File: src/rtl/led_pattern_engine.sv
// Multi-channel LED pattern generator: three debounced buttons pick the pattern mode,
// step rate and freeze; the LED vector advances one pattern step per prescaler period.
module led_pattern_engine #(
    parameter int unsigned NUM_LEDS        = 5,
    parameter int unsigned TICK_DIV        = 3000000,
    parameter int unsigned DEBOUNCE_CYCLES = 120000
) (
    input  logic                clk,
    input  logic                rst_n,
    input  logic                btn_mode,
    input  logic                btn_speed,
    input  logic                btn_hold,
    output logic [NUM_LEDS-1:0] led,
    output logic [1:0]          mode_o,
    output logic [1:0]          rate_o,
    output logic                tick_o
);

    localparam int unsigned PW = $clog2(TICK_DIV);
    localparam int unsigned CW = $clog2(DEBOUNCE_CYCLES + 1);

    logic [2:0]         raw_c;
    logic [2:0]         sync1_q, sync2_q;
    logic [2:0]         deb_q, deb_d;
    logic [2:0][CW-1:0] cnt_q, cnt_d;
    logic [1:0]         press_q, press_d;

    logic [NUM_LEDS-1:0] led_q, led_d;
    logic [1:0]          mode_q, mode_d;
    logic [1:0]          rate_q, rate_d;
    logic [PW-1:0]       pre_q, pre_d;
    logic                tick_q, tick_d;
    logic [PW-1:0]       last_c;
    logic                ev_mode_c, ev_speed_c, hold_c;

    assign raw_c = {btn_hold, btn_speed, btn_mode};

    function automatic logic [NUM_LEDS-1:0] init_pat(input logic [1:0] m);
        init_pat = '0;
        if (m == 2'd1) begin
            init_pat[0] = 1'b1;
        end else if (m == 2'd3) begin
            for (int unsigned i = 0; i < NUM_LEDS; i += 2) init_pat[i] = 1'b1;
        end
    endfunction

    function automatic logic [NUM_LEDS-1:0] next_pat(input logic [1:0] m,
                                                      input logic [NUM_LEDS-1:0] cur);
        case (m)
            2'd1:    next_pat = {cur[NUM_LEDS-2:0], cur[NUM_LEDS-1]};
            2'd2:    next_pat = cur + NUM_LEDS'(1);
            default: next_pat = ~cur;
        endcase
    endfunction

    // Debounce: a level is accepted only after DEBOUNCE_CYCLES consecutive differing samples.
    always_comb begin
        deb_d = deb_q;
        cnt_d = cnt_q;
        for (int i = 0; i < 3; i++) begin
            if (sync2_q[i] == deb_q[i]) begin
                cnt_d[i] = '0;
            end else if (cnt_q[i] == CW'(DEBOUNCE_CYCLES - 1)) begin
                deb_d[i] = sync2_q[i];
                cnt_d[i] = '0;
            end else begin
                cnt_d[i] = cnt_q[i] + CW'(1);
            end
        end
        press_d = deb_d[1:0] & ~deb_q[1:0];
    end

    assign ev_mode_c  = press_q[0];
    assign ev_speed_c = press_q[1];
    assign hold_c     = deb_q[2];
    assign last_c     = PW'((TICK_DIV >> rate_q) - 1);

    // Events outrank the step tick; hold freezes stepping but not events.
    always_comb begin
        mode_d = mode_q;
        rate_d = rate_q;
        led_d  = led_q;
        pre_d  = pre_q;
        tick_d = 1'b0;
        if (ev_mode_c || ev_speed_c) begin
            if (ev_mode_c) begin
                mode_d = mode_q + 2'd1;
                led_d  = init_pat(mode_q + 2'd1);
            end
            if (ev_speed_c) rate_d = rate_q + 2'd1;
            pre_d = '0;
        end else if (!hold_c) begin
            if (pre_q == last_c) begin
                pre_d  = '0;
                led_d  = next_pat(mode_q, led_q);
                tick_d = 1'b1;
            end else begin
                pre_d = pre_q + PW'(1);
            end
        end
    end

    always_ff @(posedge clk or negedge rst_n) begin
        if (!rst_n) begin
            sync1_q <= '0;
            sync2_q <= '0;
            deb_q   <= '0;
            cnt_q   <= '0;
            press_q <= '0;
            led_q   <= '0;
            mode_q  <= '0;
            rate_q  <= '0;
            pre_q   <= '0;
            tick_q  <= 1'b0;
        end else begin
            sync1_q <= raw_c;
            sync2_q <= sync1_q;
            deb_q   <= deb_d;
            cnt_q   <= cnt_d;
            press_q <= press_d;
            led_q   <= led_d;
            mode_q  <= mode_d;
            rate_q  <= rate_d;
            pre_q   <= pre_d;
            tick_q  <= tick_d;
        end
    end

    assign led    = led_q;
    assign mode_o = mode_q;
    assign rate_o = rate_q;
    assign tick_o = tick_q;

endmodule

File: config.mk
export PLATFORM = sky130hd
export DESIGN_NAME = led_pattern_engine
export DESIGN_NICKNAME = d
export VERILOG_FILES = /design/src/rtl/led_pattern_engine.sv
export SDC_FILE = /design/constraint.sdc
export NUM_CORES = 1
export LEC_CHECK = 0
export ABC_AREA = 1
export BUFFER_PORTS_ARGS = -buffer_cell sky130_fd_sc_hd__buf_2
export CAP_MARGIN = 20
export CORE_MARGIN = 5
export CORE_UTILIZATION = 55
export DETAILED_ROUTE_END_ITERATION = 12
export GPL_ROUTABILITY_DRIVEN = 0
export PLACE_DENSITY = 0.72
export SLEW_MARGIN = 15
export SYNTH_ARGS = -nofsm -noshare
export SYNTH_HDL_FRONTEND = slang
export SYNTH_SLANG_ARGS = --single-unit
File: constraint.sdc
create_clock -name clk -period 3.2 [get_ports clk]
set_input_delay 0.64 -clock clk [delete_from_list [all_inputs] [get_ports clk]]
set_output_delay 0.64 -clock clk [all_outputs]
set_load 0.01 [all_outputs]
======== Word-level counts from Yosys, hierarchy flattened ========
Cells that the tools add are included.
storage, ports and cells
  bits in registers ....................... 94
  latch bits .............................. 0
  bits in writable memories ............... 0
  ROM bits ................................ 0
  bits of input ports ..................... 5
  output and inout bits ................... 10
  logic and storage cells ................. 69
  memories kept ........................... 0
operators by class
  $add $sub $neg .......................... 8
  $mul .................................... 0
  div/mod/pow operators ................... 0
  magnitude comparators ................... 0
  equality and inequality tests ........... 13
  shifts and indexed selects .............. 1
  mux-type cells .......................... 24
  bitwise gates (word level) .............. 4
  reductions and logical operators ........ 6
operators with widths
  kind                                                                      number
  17-bit 2-to-1 mux                                                         6
  22-bit 2-to-1 mux                                                         3
  17-bit by 1-bit adder with 17-bit output (second input constant)          3
  17-bit == test (second input constant)                                    3
  22-bit by 1-bit adder with 22-bit output (second input constant)          1
  22-bit == test                                                            1
  22-bit by 2-bit >> shifter with 22-bit output (first input constant)      1
  22-bit by 1-bit subtractor with 22-bit output (second input constant)     1
  5-bit 2-to-1 mux                                                          4
  1-bit 2-to-1 mux                                                          10
  5-bit case mux with 2 select lines                                        1
  2-bit AND reduction                                                       3
  5-bit by 1-bit adder with 5-bit output (second input constant)            1
  5-bit NOT                                                                 1
  2-bit by 1-bit adder with 2-bit output (second input constant)            2
  2-bit by 1-bit == test with 1-bit output (second input constant)          2
  2-bit == test (second input constant)                                     2
  1-bit == test                                                             3
  3-bit AND reduction                                                       1
  2-bit bitwise AND                                                         1
  2-bit by 1-bit inequality test with 1-bit output (second input constant)  1
  2-bit inequality test (second input constant)                             1
  2-bit NOT                                                                 1
  2-bit nonzero test                                                        1
  other kinds (2)                                                           2

======== Longest topological paths before layout ========
Gate-level depths: netlist (run 1).
  depth in word-level cells ............... 6
  depth in mapped cells ................... 13

======== Least setup slack after synthesis (run 1) ========
Ideal clock, no wire load.
  kind .................................... register to register
  start point ............................. register rate_q[1], in the netlist rate_o[1]
  end point ............................... register pre_q[3]
  setup time .............................. 0.126 ns
  arrival time ............................ 1.857 ns
  path slack .............................. 1.217 ns
  cell stages (with the launch flop) ...... 14
  buffers on the path ..................... 1
  cells stage by stage .................... dfrtp_1 -> inv_1 -> ha_1 -> inv_1 -> nand2_1 -> nand2_1 -> nand2_1 -> nand2_1 -> nand2_1 -> nor2_1 -> nand2_2 -> buf_6 -> nand3b_1 -> o21ai_1
between the ends
  longest elaborated chain between the ends .. 6
ends and longest elaborated chain
  item                                           RTL line  RTL
  from (decl)                                    30        logic [1:0] rate_q, rate_d;
  from (signal assigned)                         123       rate_q <= rate_d;
  22-bit by 2-bit >> shifter with 22-bit output  76        assign last_c = PW'((TICK_DIV >> rate_q) - 1);
  22-bit by 1-bit subtractor with 22-bit output  76
  22-bit == test                                 93        if (pre_q == last_c) begin
  22-bit 2-to-1 mux                              93
  22-bit 2-to-1 mux                              92        end else if (!hold_c) begin
  22-bit 2-to-1 mux                              85        if (ev_mode_c || ev_speed_c) begin
  to (signal assigned)                           124       pre_q <= pre_d;
  to (decl)                                      31        logic [PW-1:0] pre_q, pre_d;
Every way passes these cells. The select of a mux whose other input is x is not followed.
A chain may end at the register's enable or synchronous reset.

======== Worst setup path after layout (run 1) ========
  start point ............................. register rate_q[1], in the netlist rate_o[1]
  end point ............................... register pre_q[4]
The elaborated chain is that of the path after synthesis.

==> reports/summary.md, run 1 <==
The flow ran to the end, and the final reports show no timing, DRC or antenna violations. Once layout is complete, the utilization of the core stands at 60.7%. The post-synthesis sequential element count came out at 94. For the pin with the worst max-slew slack, the measured transition is 0.833 ns.

After synthesis, flip-flops and latches occupy 40.4% of the total area. TritonCTS built the clock tree. Global routing finished with a remaining overflow of 0.

The number of global-route vias before repair came out at 4777. In this run the critical register-to-register path is captured at pre_q[4]. Of all nets on the critical path, the largest fanout is 21.

The ratio of cells with drive above 1 in the final layout is 11.5%, and the maximum clock frequency is 413 MHz. The setup TNS is 0 ns, and the switching part of the total power is 22.9%. The detail-routed net length per standard cell was 13.0 um. The final route contains 5139 vias. In this run the power spent charging and discharging nets is 0.000501 W. In the finished design, the share of the clock period the worst path needs comes to 75.6%. For hold timing, the worst endpoint is sync2_q[0].

The critical path's largest stage delay was 0.57 ns. Detailed placement finished with a half-perimeter wire length of 9210 um. After detailed placement, the design holds a cell count of 934. The run gives 0.197 mV as the peak ir drop on the vdd network. After clock tree synthesis, the flow added hold-fix buffers numbering 0. The run gives 9 as the number of CTS-inserted buffers. In this run the most critical hold path is launched from sync1_q[0].

After detailed routing, the number of remaining DRC violations is 0. The run gives 44.5% as the remaining max-slew budget at the tightest pin. The run gives 28.8% as the met1 capacity usage during global routing. For the count of different cell masters after synthesis, the log shows 43. The launching element type of the critical path is a flip-flop.

The maximum count of clock buffers along a single path came out at 2. The maximum number of pins on one net before global-route repair is 65. The logs give 55.1% for the sequential power share and 809 for the net count after synthesis. The final layout contains 830 nets. The floorplan has 37 rows. The worst register-to-register path has a depth of 12. The cell with the most instances on the worst path was sky130_fd_sc_hd__nand2_1. The number of nets with antenna violations after routing was 0.

The critical path contains buffers and inverters numbering 2 combined. Cell internal power was estimated by the tool at 0.00169 W. Yosys printed 0 warnings.

The clock skew after layout came out at 0.00711 ns. First-pass iteration count of the detailed router: 5. The run gives 2.65 ns as the data arrival at the endpoint of the critical path. The finished layout holds 950 standard cells, fillers aside. The post-CTS clock slew at the launch and capture registers of the worst setup and hold paths was 0.10 ns.

For the worst setup path, the data required time is 3.43 ns. The worst hold path belongs to the class flip-flop to flip-flop. The clock net in this run drives a total of 94 sinks. The critical path in this run is classified as flip-flop to flip-flop. In this run the vertical extent of the chip is 113 um. The tree is rooted in a sky130_fd_sc_hd__clkbuf_8.

After layout, the minimum clock period comes to 2.42 ns. The count of max-cap constraint violations is 0. Once the clock tree was built, the resizer swapped 0 gates to a different size. The startpoint identified for the worst register-to-register timing path is rate_o[1]. Setup repair after global routing left no endpoint under its margin. For this block, the routed nets add up to 12400 um of wire. Dividing the detail-routed via count by the number of cells gives 5.41. The final-report hold violation count was 0; the horizontal die dimension was 113 um. Tracing the worst setup path back leads to its startpoint at rate_o[1].

The run gives 3 as the maximum level of the CTS H-tree. For this run, the leading register cell type out of synthesis is sky130_fd_sc_hd__dfrtp_1. Relative to the synthesized area, the layout overhead comes to 7.56%. The run gives 0 as the post-CTS setup repair buffer count. The area of the die is 12800 um^2, and the number of antenna repair diodes is 0. The number of enable flip-flop cells after synthesis works out to 0. Sort of element at the end of the critical path: a flip-flop. After synthesis, the share of flip-flops with an asynchronous set or reset is 100%. Counting instances, the worst hold path has a depth of 0. The later pin in the worst-skew pair is clocked with a latency of 0.36 ns. The number of buffers added on ports was 14. Cell with the largest stage delay on the worst path: sky130_fd_sc_hd__dfrtp_1.

For the part of the power in the clock network, the log shows 41.9%. The setup slack of the most critical reg-to-reg path was 0.78 ns. For this configuration, the core starts out at a cell density of 56.4%. The floorplan step defined a core boundary enclosing 10300 um^2. The met2 global-route usage is 32.0%, and the met3 global-route usage is 3.37%. After synthesis the cells add up to 5830 um^2. Traced cell by cell, the critical path runs through inv_1 -> ha_1 -> inv_1 -> nand2_1 -> nand2_1 -> nand2_1 -> nand2_1 -> nand2_1 -> nor2_1 -> nand2_2 -> nand3b_1 -> o21ai_1. The total setup violations reported at the end of the flow came out at 0. The average instance in the mapped netlist occupies 7.39 um^2.

The number of pins exceeding their max-slew limit in the final report is 0, and the leakage power summed over all cells is 2.98 nW. The cell count after synthesis came out at 788. The total power divided by cell area is 350 nW/um^2, and the overall global routing resource usage is 20.5%.

The iteration-0 DRC count of the detailed router was 430. The category of cells accounting for the largest share of critical-path delay is simple AND/OR/NAND/NOR gates. The run gives 0 as the number of antenna violations at the first check in global routing.

The number of primary I/O pins was 15. Combinational logic is responsible for 3.0% of the overall power. For the first-pass GRT wire length, the log shows 21800 um. The most crowded layer after global routing is met2.
## per-stage QoR
step	power, W	setup WS [ns]	instance area [um^2]	hold WS, ns
after floorplan	0.00126	1.22	5830	0.331
after global placement	0.00130	0.963	6030	0.334
after detailed placement	0.00130	0.808	6030	0.339
after CTS	0.00222	0.776	6270	0.361
after global routing	0.00229	0.450	6270	0.351
final	0.00219	0.780	6270	0.358
## sequential cells by signal, summed over array words and instances, names as in the netlist
name     cells
mode_o       2
pre_q       22
sync1_q      3
cnt_q       51
deb_q        3
sync2_q      3
led          5
press_q      2
rate_o       2
tick_o       1
## per-layer routing
metal  up-vias  share of wire (%)
met5         -                  0
met4         0                1.9
met3        21                6.2
met2       167                 46
met1      2400                 46
li1       2551                  -
## cell usage after synthesis (2+ instances only)
cell type                  number  area, um^2
sky130_fd_sc_hd__buf_2          3        15.0
sky130_fd_sc_hd__a31oi_1        2        12.5
sky130_fd_sc_hd__nand2_2        3        18.8
sky130_fd_sc_hd__nor3_1        25         125
sky130_fd_sc_hd__nand4_1       24         150
sky130_fd_sc_hd__a21oi_1       17        85.1
sky130_fd_sc_hd__nor2_4         5        56.3
sky130_fd_sc_hd__a211oi_1       2        15.0
sky130_fd_sc_hd__inv_1        106         398
sky130_fd_sc_hd__nor2_2        15        93.8
sky130_fd_sc_hd__o21bai_1       3        22.5
sky130_fd_sc_hd__nand3b_1       8        60.1
sky130_fd_sc_hd__xor2_1        17         149
sky130_fd_sc_hd__o21ai_0       23         115
sky130_fd_sc_hd__o21ai_2        5        43.8
sky130_fd_sc_hd__nor3b_1        4        30.0
sky130_fd_sc_hd__nor2_1       107         402
sky130_fd_sc_hd__nand3_2        5        50.1
sky130_fd_sc_hd__dfrtp_1       94        2350
sky130_fd_sc_hd__a31o_2         2        17.5
sky130_fd_sc_hd__ha_1          16         200
sky130_fd_sc_hd__a21oi_2        5        43.8
sky130_fd_sc_hd__nand2_4        3        33.8
sky130_fd_sc_hd__nand2_1      201         754
sky130_fd_sc_hd__buf_6          4        45.0
sky130_fd_sc_hd__nor4_1         3        18.8
sky130_fd_sc_hd__nand3_4        2        35.0
sky130_fd_sc_hd__o21ai_1       14        70.1
sky130_fd_sc_hd__inv_2          8        30.0
sky130_fd_sc_hd__nand3_1       46         230
sky130_fd_sc_hd__xnor2_1        4        35.0
## cell usage in the layout, fill, tap and decap left out, types with 10 or more instances in the layout
cell type                  synthesis  routed
sky130_fd_sc_hd__nand2_1         201     201
sky130_fd_sc_hd__nor2_1          107     107
sky130_fd_sc_hd__inv_1           106     106
sky130_fd_sc_hd__dfrtp_1          94      94
sky130_fd_sc_hd__nand3_1          46      46
sky130_fd_sc_hd__nor3_1           25      25
sky130_fd_sc_hd__nand4_1          24      24
sky130_fd_sc_hd__o21ai_0          23      23
sky130_fd_sc_hd__xor2_1           17      17
sky130_fd_sc_hd__a21oi_1          17      17
sky130_fd_sc_hd__ha_1             16      16
sky130_fd_sc_hd__nor2_2           15      15
sky130_fd_sc_hd__o21ai_1          14      14
sky130_fd_sc_hd__buf_2             3      13
sky130_fd_sc_hd__clkbuf_8          0      10
## power groups by stage
stage / Combinational, W / Sequential [W] / Clock (W)
after floorplan: 0.0000321 / 0.00123 / 0
after global placement: 0.0000665 / 0.00123 / 0
after detailed placement: 0.0000690 / 0.00123 / 0
after CTS: 0.0000695 / 0.00121 / 0.000941
after global routing: 0.0000790 / 0.00121 / 0.00100
final: 0.0000659 / 0.00121 / 0.000918
## worst reg2reg max path, stage by stage, from the launching register on
cell and delay (ns):
sky130_fd_sc_hd__dfrtp_1 0.57, sky130_fd_sc_hd__inv_1 0.19, sky130_fd_sc_hd__ha_1 0.39, sky130_fd_sc_hd__inv_1 0.12
sky130_fd_sc_hd__nand2_1 0.08, sky130_fd_sc_hd__nand2_1 0.08, sky130_fd_sc_hd__nand2_1 0.05, sky130_fd_sc_hd__nand2_1 0.08
sky130_fd_sc_hd__nand2_1 0.05, sky130_fd_sc_hd__nor2_1 0.12, sky130_fd_sc_hd__nand2_2 0.28, sky130_fd_sc_hd__nand3b_1 0.19
sky130_fd_sc_hd__o21ai_1 0.09
## how the worst max path moves through the flow
stage / endpoint / cells after the start / slack (ns)
2_1_floorplan: pre_q[3] / 13 / 1.22
3_3_place_gp: pre_q[6] / 12 / 0.96
3_5_place_dp: pre_q[3] / 12 / 0.81
4_1_cts: pre_q[3] / 12 / 0.78
5_1_grt: pre_q[3] / 12 / 0.45
6_report: pre_q[4] / 12 / 0.78
## logic make-up (layout without fill, tap and decap cells)
logic type | count (synthesis) | in the layout | synth area share, %
simple gates | 458 | 458 | 36.6
buf+inv | 123 | 149 | 8.61
compound gates | 75 | 75 | 7.58
flops | 94 | 94 | 40.4
xor+xnor | 22 | 22 | 3.44
fa+ha+maj | 16 | 16 | 3.44
## area by class of cell
cell class	count	area (um^2)
fillers	923	4060
multi-input cells	571	2970
flip-flops and latches	94	2350
inverters	116	442
well taps	136	170
clock buffers	10	138
clock inverters	6	97.6
repair buffers	17	95.1
Note: power is estimated with default switching activity, not from simulation.
==> run 2, diff against run 1 <==
==> constraint.sdc (replaced) <==
create_clock -name clk -period 2.4 [get_ports clk]
set_input_delay 0.48 -clock clk [delete_from_list [all_inputs] [get_ports clk]]
set_output_delay 0.48 -clock clk [all_outputs]
set_load 0.01 [all_outputs]
==> run 2 against run 1 <==
Effect of this change:
- register-to-register slack got worse by 0.65 ns
- total power rose by 32%
- count of clock-buffer cells in the layout did not move
- largest cell class unchanged
==> reports/summary.md, run 2 (same netlist as run 1, synthesis figures left out) <==
For the peak ir drop on the vdd network, the log shows 0.366 mV (was 0.197 mV). The number of remaining DRC errors was 0 (unchanged). The instance count after placement with tap cells included was 936 (was 934); the final wirelength was 12700 um (was 12400 um).

The overall global routing resource usage was 21.1% (was 20.5%). The clock skew after layout is 0.0118 ns (was 0.00711 ns), and the total power divided by cell area is 462 nW/um^2 (was 350 nW/um^2). The clock latency at the later pin of the worst-skew pair is 0.38 ns (was 0.36 ns). The relative area change from synthesis to final layout was 7.88% (was 7.56%). The flip-flop count of the largest register after layout works out to 51 (unchanged). The tools report the total of cells resized after clock tree synthesis as 0 (unchanged). Number of nets with antenna violations after routing: 0 (unchanged). Classification of the worst setup path: flip-flop to flip-flop (unchanged). Number of pins exceeding their max-slew limit in the final report: 0 (unchanged). Post-route fraction of the period consumed by the critical path: 94.4% (was 75.6%).

The number of buffers added on ports is 14 (unchanged), and the leakage power summed over all cells is 3.00 nW (was 2.98 nW). The final core utilization is 60.9% (was 60.7%), and the count of non-filler cells in the finished layout is 952 (was 950). The number of fill cells is 936 (was 923), and the count of max-cap constraint violations is 0 (unchanged). The first-pass iteration count of the detailed router is 5 (unchanged). The critical path's largest stage delay is 0.48 ns (was 0.57 ns). The run finished with clean final reports. The number of global-route vias before repair was 4842 (was 4777); the starting density of the core was 56.4% (unchanged). Critical-path cell list: inv_1 -> ha_1 -> inv_1 -> nand2_1 -> nand2_1 -> nand2_1 -> nand2_1 -> nand2_1 -> nor2_1 -> nand2_4 -> nand3b_1 -> o21ai_1 (was inv_1 -> ha_1 -> inv_1 -> nand2_1 -> nand2_1 -> nand2_1 -> nand2_1 -> nand2_1 -> nor2_1 -> nand2_2 -> nand3b_1 -> o21ai_1).

For the iteration-0 DRC count of the detailed router, the log shows 449 (was 430). TritonCTS built the clock tree. The cell with the largest stage delay on the worst path was sky130_fd_sc_hd__dfrtp_1 (unchanged). The total setup violations reported at the end of the flow was 0 (unchanged). Sort of element at the end of the critical path: a flip-flop (unchanged). The ratio of cells with drive above 1 in the final layout is 11.6% (was 11.5%), and the HPWL after detailed placement is 9290 um (was 9210 um). Leading cell types in the layout, fill and taps excluded: 201 x sky130_fd_sc_hd__nand2_1, 107 x sky130_fd_sc_hd__nor2_1, 106 x sky130_fd_sc_hd__inv_1, 94 x sky130_fd_sc_hd__dfrtp_1, 46 x sky130_fd_sc_hd__nand3_1 (unchanged). The detail-routed net length per standard cell came out at 13.3 um (was 13.0 um).

Top register by number of flip-flops: cnt_q (unchanged). The leading cell type in the layout, fill and taps excluded was sky130_fd_sc_hd__nand2_1 (unchanged). The transition time at the pin with the least slew margin came out at 0.547 ns (was 0.833 ns).

The launching element type of the critical path is a flip-flop (unchanged). The via-per-instance ratio is 5.29 (was 5.41). The area of the die is 12800 um^2 (unchanged), and the highest net fanout along the worst path is 21 (unchanged). The post-layout net count is 832 (was 830), and the number of clock sinks is 94 (unchanged). The maximum count of clock buffers along a single path came out at 2 (unchanged). The number of antenna violations at the first check in global routing came out at 0 (unchanged). For the number of primary I/O pins, the log shows 15 (unchanged).

The tools report the maximum level of the CTS H-tree as 3 (unchanged). The root cell of the clock tree was sky130_fd_sc_hd__clkbuf_8 (unchanged). For the via count, the log shows 5034 (was 5139). The number of hold buffers added after cts came out at 0 (unchanged).

The horizontal die dimension is 113 um (unchanged). The logs give 10300 um^2 (unchanged) for the core outline area and 2.52 ns (was 2.65 ns) for the data arrival at the endpoint of the critical path. The class of the tightest hold or removal check was input pin to async pin (was flip-flop to flip-flop).

The maximum clock frequency is 441 MHz (was 413 MHz). The cell with the most instances on the worst path was sky130_fd_sc_hd__nand2_1 (unchanged). The row count was 37 (unchanged); the worst hold margin was 0.0313 ns (was 0.358 ns). Number of antenna repair diodes: 0 (unchanged). The setup TNS was 0 ns (unchanged). The number of CTS-inserted buffers is 9 (unchanged), and the minimum clock period is 2.27 ns (was 2.42 ns). The post-CTS setup repair buffer count is 0 (unchanged). The logs give 42 (was 65) for the maximum number of pins on one net before global-route repair and 63.3% (was 44.5%) for the remaining max-slew budget at the tightest pin. The post-CTS clock slew at the launch and capture registers of the worst setup and hold paths was 0.09 ns (was 0.10 ns); the remaining global-route overflow was 0 (unchanged). The first-pass GRT wire length came out at 22200 um (was 21800 um).

The logs give 0 (unchanged) for the final-report hold violation count and 2.66 ns (was 3.43 ns) for the required arrival time at the worst endpoint. The height of the die was 113 um (unchanged).
run 2: cell types whose count changed in the layout (fill, tap and decap cells not counted), sizes merged:
| cell | previous run | this run |
|---|---|---|
| buf | 17 | 19 |
| clkinv | 2 | 3 |
| inv | 118 | 117 |
run 2: worst max-delay path, delay by kind of cell (launching register included):
| family | cells | cell delay [ns] |
|---|---|---|
| simple gates | 8 | 0.93 |
| fa+ha+maj | 1 | 0.39 |
| buf+inv | 2 | 0.27 |
| compound gates | 1 | 0.08 |
| flops | 1 | 0.48 |
run 2: area by class of cell:
class	instances	area, um^2	share of cell area (%)
multi-input cells	571	2980	47.4
flip-flops and latches	94	2350	37.4
inverters	116	442	7.03
well taps	136	170	2.71
clock buffers	10	128	2.03
repair buffers	19	123	1.95
clock inverters	6	93.8	1.49
run 2: final timing paths:
check	from	end	slack (ns)	cells after the start
worst max-delay path	rate_o[0]	pre_q[3]	0.13	12
worst min-delay path	rst_n	pre_q[5]	0.03	1
worst max register to register	rate_o[0]	pre_q[3]	0.13	12
worst min register to register	sync1_q[0]	sync2_q[0]	0.36	0
max in group asynchronous	rst_n	pre_q[13]	1.70	2
min in group clk	btn_hold	sync1_q[2]	0.20	1
run 2: report_power, final:
group          internal (W)  total (W)  leakage (nW)  switching (W)
combinational     0.0000254  0.0000906          1.61      0.0000652
clock              0.000599    0.00120         0.113       0.000602
sequential          0.00160    0.00161          1.28      0.0000115
run 2: routing by layer:
metal / track usage, % / vias up / share of wire, % / routed length, um
met1: 29.3 / 2335 / 48 / 6090
li1: - / 2564 / - / -
met4: 7.85 / 0 / 1.5 / 194
met5: 0 / - / 0 / 0
met3: 3.42 / 14 / 4.8 / 607
met2: 33.3 / 121 / 46 / 5800
run 2: per-stage QoR:
stage	power, W	worst slack (ns)	area, um^2
2_1_floorplan	0.00168	0.417	5830
3_3_place_gp	0.00173	0.263	6060
3_5_place_dp	0.00174	0.143	6060
4_1_cts	0.00295	0.0825	6280
5_1_grt	0.00304	-0.0364	6290
6_report	0.00290	0.135	6290
==> run 3, diff against run 2 <==
--- a/config.mk
+++ b/config.mk
@@ -5,7 +5,6 @@
 export SDC_FILE = /design/constraint.sdc
 export NUM_CORES = 1
 export LEC_CHECK = 0
-export ABC_AREA = 1
 export BUFFER_PORTS_ARGS = -buffer_cell sky130_fd_sc_hd__buf_2
 export CAP_MARGIN = 20
 export CORE_MARGIN = 5
@@ -13,6 +12,7 @@
 export DETAILED_ROUTE_END_ITERATION = 12
 export GPL_ROUTABILITY_DRIVEN = 0
 export PLACE_DENSITY = 0.72
+export SETUP_SLACK_MARGIN = 0.5
 export SLEW_MARGIN = 15
 export SYNTH_ARGS = -nofsm -noshare
 export SYNTH_HDL_FRONTEND = slang
==> run 3 against run 2 <==
Effect of this change:
- total power shrank 0.92%
- sequential power is essentially flat
- clock power hardly changed
- synthesized cell count is 33% lower
- combinational power down 16%
- via count is 23% lower
- worst setup slack worse by 0.060 ns
- routed wire length down 19%
- worst hold slack better by 0.093 ns
- maximum frequency fell by 2.6%
- largest cell class unchanged
==> reports/summary.md, run 3 <==
The most common cell in the netlist was sky130_fd_sc_hd__dfrtp_1 (was sky130_fd_sc_hd__nand2_1). The via-per-instance ratio came out at 5.77 (was 5.29). TritonCTS built the clock tree. Highest net fanout along the worst path: 5 (was 21).

The area of the die was 11100 um^2 (was 12800 um^2). Sort of element at the end of the critical path: a flip-flop (unchanged). Predominant post-synthesis flop cell: sky130_fd_sc_hd__dfrtp_1 (unchanged). The critical path's largest stage delay was 0.45 ns (was 0.48 ns). The number of buffers added on ports is 14 (unchanged), and the pre-CTS setup slack is 0.0346 ns (was 0.143 ns). The maximum number of pins on one net before global-route repair came out at 51 (was 42).

The mean instance size in the synthesized netlist is 9.38 um^2 (was 7.39 um^2). Share of synthesized cell area in and, or, nand and nor gates: 27.1% (was 36.6%). The post-synthesis sequential element count works out to 94 (unchanged). The clock latency at the later pin of the worst-skew pair was 0.37 ns (was 0.38 ns). The flip-flop count of the largest register after layout came out at 51 (unchanged). The classification of the worst setup path is flip-flop to flip-flop (unchanged). The post-route fraction of the period consumed by the critical path was 96.9% (was 94.4%). Number of global-route vias before repair: 3777 (was 4842). The cell type with the highest aggregate area in the netlist is sky130_fd_sc_hd__dfrtp_1 (unchanged). Setup repair after global routing could not meet its margin everywhere. Via count: 3892 (was 5034).

Most frequent cells after synthesis: 94 x sky130_fd_sc_hd__dfrtp_1, 71 x sky130_fd_sc_hd__nor2_1, 54 x sky130_fd_sc_hd__nand2_1 (was 201 x sky130_fd_sc_hd__nand2_1, 107 x sky130_fd_sc_hd__nor2_1, 106 x sky130_fd_sc_hd__inv_1). The tools report the number of remaining DRC errors as 0 (unchanged). Post-synthesis async set-or-reset flop share: 100% (unchanged). Critical-path cell list: inv_4 -> buf_4 -> ha_1 -> nand2b_1 -> o22ai_1 -> o2111ai_2 -> buf_4 -> nor4_4 -> buf_6 -> buf_6 -> buf_4 -> a31oi_1 -> a21boi_1 (was inv_1 -> ha_1 -> inv_1 -> nand2_1 -> nand2_1 -> nand2_1 -> nand2_1 -> nand2_1 -> nor2_1 -> nand2_4 -> nand3b_1 -> o21ai_1). The adder and majority cell fraction of the synthesized area is 4.02% (was 3.44%), and the starting density of the core is 56.9% (was 56.4%). The relative area change from synthesis to final layout was 14.7% (was 7.88%). The row count is 34 (was 37). The root cell of the clock tree is sky130_fd_sc_hd__clkbuf_8 (unchanged). The number of cells on the worst reg-to-reg path was 13 (was 12); the transition time at the pin with the least slew margin was 0.733 ns (was 0.547 ns). The post-layout net count was 583 (was 832). Cell types occupying the most area after synthesis: sky130_fd_sc_hd__dfrtp_1 47%, sky130_fd_sc_hd__nor2_1 5.3%, sky130_fd_sc_hd__xor2_1 5.1%, sky130_fd_sc_hd__nand2_1 4.1%, sky130_fd_sc_hd__xnor2_1 4.0% (was sky130_fd_sc_hd__dfrtp_1 40%, sky130_fd_sc_hd__nand2_1 13%, sky130_fd_sc_hd__nor2_1 6.9%, sky130_fd_sc_hd__inv_1 6.8%, sky130_fd_sc_hd__nand3_1 4.0%). The horizontal die dimension was 105 um (was 113 um); the detail-routed net length per standard cell was 15.3 um (was 13.3 um). The tools report the required arrival time at the worst endpoint as 2.65 ns (was 2.66 ns).

For the number of primary I/O pins, the log shows 15 (unchanged). The compound-gate portion of the synthesized area is 7.86% (was 7.58%), and the number of pins exceeding their max-slew limit in the final report is 0 (unchanged). The minimum clock period was 2.33 ns (was 2.27 ns).

Cell with the largest stage delay on the worst path: sky130_fd_sc_hd__dfrtp_2 (was sky130_fd_sc_hd__dfrtp_1). Count of non-filler cells in the finished layout: 675 (was 952). For the remaining max-slew budget at the tightest pin, the log shows 51.2% (was 63.3%).

The logs give 94 (unchanged) for the number of clock sinks and 0 (unchanged) for the total setup violations reported at the end of the flow. Iteration-0 DRC count of the detailed router: 160 (was 449). The tools report the launching element type of the critical path as a flip-flop (unchanged).

The data arrival at the endpoint of the critical path was 2.58 ns (was 2.52 ns); the ratio of cells with drive above 1 in the final layout was 16.8% (was 11.6%). The setup TNS was 0 ns (unchanged). The top register by number of flip-flops was cnt_q (unchanged).

The tools report the count of different cell masters after synthesis as 49 (was 43). The synthesis warning total was 0 (unchanged). The height of the die works out to 105 um (was 113 um). Share of cell area taken by muxes after synthesis: 1.78% (was 0%). The flow ran to the end, and the final reports show no timing, DRC or antenna violations. The post-CTS clock slew at the launch and capture registers of the worst setup and hold paths was 0.10 ns (was 0.09 ns); the first-pass iteration count of the detailed router was 5 (unchanged).

The reg-to-reg critical path startpoint is rate_o[1] (was rate_o[0]). The number of enable flip-flop cells after synthesis is 0 (unchanged). Number of antenna repair diodes: 0 (unchanged).

The cell with the most instances on the worst path is sky130_fd_sc_hd__buf_4 (was sky130_fd_sc_hd__nand2_1). Worst hold margin: 0.124 ns (was 0.0313 ns). First-pass GRT wire length: 17600 um (was 22200 um). The net count after synthesis is 552 (was 809), and the total power divided by cell area is 503 nW/um^2 (was 462 nW/um^2). Class of the tightest hold or removal check: input pin to async pin (unchanged). The xor and xnor area share after synthesis is 9.14% (was 3.44%). The maximum clock frequency was 430 MHz (was 441 MHz). The sequential fraction of the synthesis area came out at 47.2% (was 40.4%). The tools report the instance count after placement with tap cells included as 649 (was 936). The count of max-cap constraint violations came out at 0 (unchanged). The leading cell type in the layout, fill and taps excluded was sky130_fd_sc_hd__dfrtp_1 (was sky130_fd_sc_hd__nand2_1).

The tools report the remaining global-route overflow as 0 (unchanged). HPWL after detailed placement: 7040 um (was 9290 um). For the overall global routing resource usage, the log shows 19.1% (was 21.1%). Leading cell types in the layout, fill and taps excluded: 92 x sky130_fd_sc_hd__dfrtp_1, 69 x sky130_fd_sc_hd__nor2_1, 52 x sky130_fd_sc_hd__nand2_1, 40 x sky130_fd_sc_hd__nand3_1, 29 x sky130_fd_sc_hd__xor2_1 (was 201 x sky130_fd_sc_hd__nand2_1, 107 x sky130_fd_sc_hd__nor2_1, 106 x sky130_fd_sc_hd__inv_1, 94 x sky130_fd_sc_hd__dfrtp_1, 46 x sky130_fd_sc_hd__nand3_1). The leakage power summed over all cells came out at 2.52 nW (was 3.00 nW). The logs give 0.379 mV (was 0.366 mV) for the peak ir drop on the vdd network and 0 (unchanged) for the number of hold buffers added after cts. The maximum level of the CTS H-tree was 3 (unchanged). The synthesized netlist cell count came out at 531 (was 788). For the maximum count of clock buffers along a single path, the log shows 2 (unchanged). The tools report the setup slack of the most critical reg-to-reg path as 0.07 ns (was 0.13 ns). Largest family of logic cells by synthesized area: simple AND/OR/NAND/NOR gates (unchanged). For the core outline area, the log shows 8760 um^2 (was 10300 um^2). The clock skew after layout is 0.0138 ns (was 0.0118 ns), and the final-report hold violation count is 0 (unchanged). The final wirelength was 10300 um (was 12700 um). The number of CTS-inserted buffers is 9 (unchanged). The tools report the worst reg2reg path endpoint as led[0] (was pre_q[3]). The area of the mapped netlist came out at 4980 um^2 (was 5830 um^2). Number of antenna violations at the first check in global routing: 0 (unchanged). Final worst-path setup slack: 0.0750 ns (was 0.135 ns). The share of the synthesized area in the top cell type works out to 47.2% (was 40.4%).

Number of nets with antenna violations after routing: 0 (unchanged).
[run 3: power by group]
part	internal (W)	leakage, nW	switching (W)	total [W]
registers	0.00160	1.27	0.0000144	0.00161
clock network	0.000599	0.113	0.000586	0.00119
logic	0.0000216	1.13	0.0000542	0.0000759
[run 3: cell type report]
cell class                      count  area (um^2)
Fill cell                         720         3050
Multi-Input combinational cell    402         2640
Sequential cell                    94         2350
Timing Repair Buffer               43          317
Tap cell                          108          135
Clock buffer                       10          128
Clock inverter                      6         93.8
Inverter                           12         50.0
[run 3: through the flow]
| stage | total power (W) | cell area, um^2 | utilization (%) |
|---|---|---|---|
| detailed placement | 0.00172 | 5260 | 60.1 |
| global route | 0.00300 | 5720 | 65.2 |
| finish | 0.00288 | 5720 | 65.2 |
| CTS | 0.00291 | 5590 | 63.8 |
| floorplan | 0.00168 | 5030 | - |
| global placement | 0.00172 | 5260 | 60.1 |
[run 3: how the worst max path moves through the flow]
stage	startpoint	to	slack, ns
global route	rate_o[1]	led[1]	-0.03
global placement	rate_o[1]	led[4]	0.10
finish	rate_o[1]	led[0]	0.07
detailed placement	rate_o[1]	led[4]	0.03
floorplan	rate_o[1]	led[4]	0.20
CTS	rate_o[0]	led[4]	0.14
[run 3: critical path: cells and delay by family, from the launching register on]
| kind | cells | cell delay, ns |
|---|---|---|
| and+or+nand+nor | 2 | 0.31 |
| adders and majority gates | 1 | 0.16 |
| AOI/OAI and AO/OA | 4 | 0.54 |
| buffers and inverters | 6 | 0.74 |
| DFF | 1 | 0.45 |
[run 3: per-layer routing]
layer,up-vias,GRT usage [%],part of all wire (%)
li1,1916,-,-
met1,1886,25.1,46
met2,75,31.4,49
met3,15,4.62,4.3
met4,0,5.57,1.1
met5,-,0,0
[run 3: logic make-up after synthesis]
logic type                 after synthesis
buffers and inverters                   35
xor gates and xnor gates                52
muxes                                    8
DFF                                     94
AOI/OAI and AO/OA                       60
adders and majority gates               16
and+or+nand+nor                        266
[run 3: repair_timing]
action / 4_1_cts / 5_1_grt
pin swaps: 10 / 16
buffers inserted: 5 / 5
setup endpoints to repair: 31 / 45
resized for setup: 11 / 21
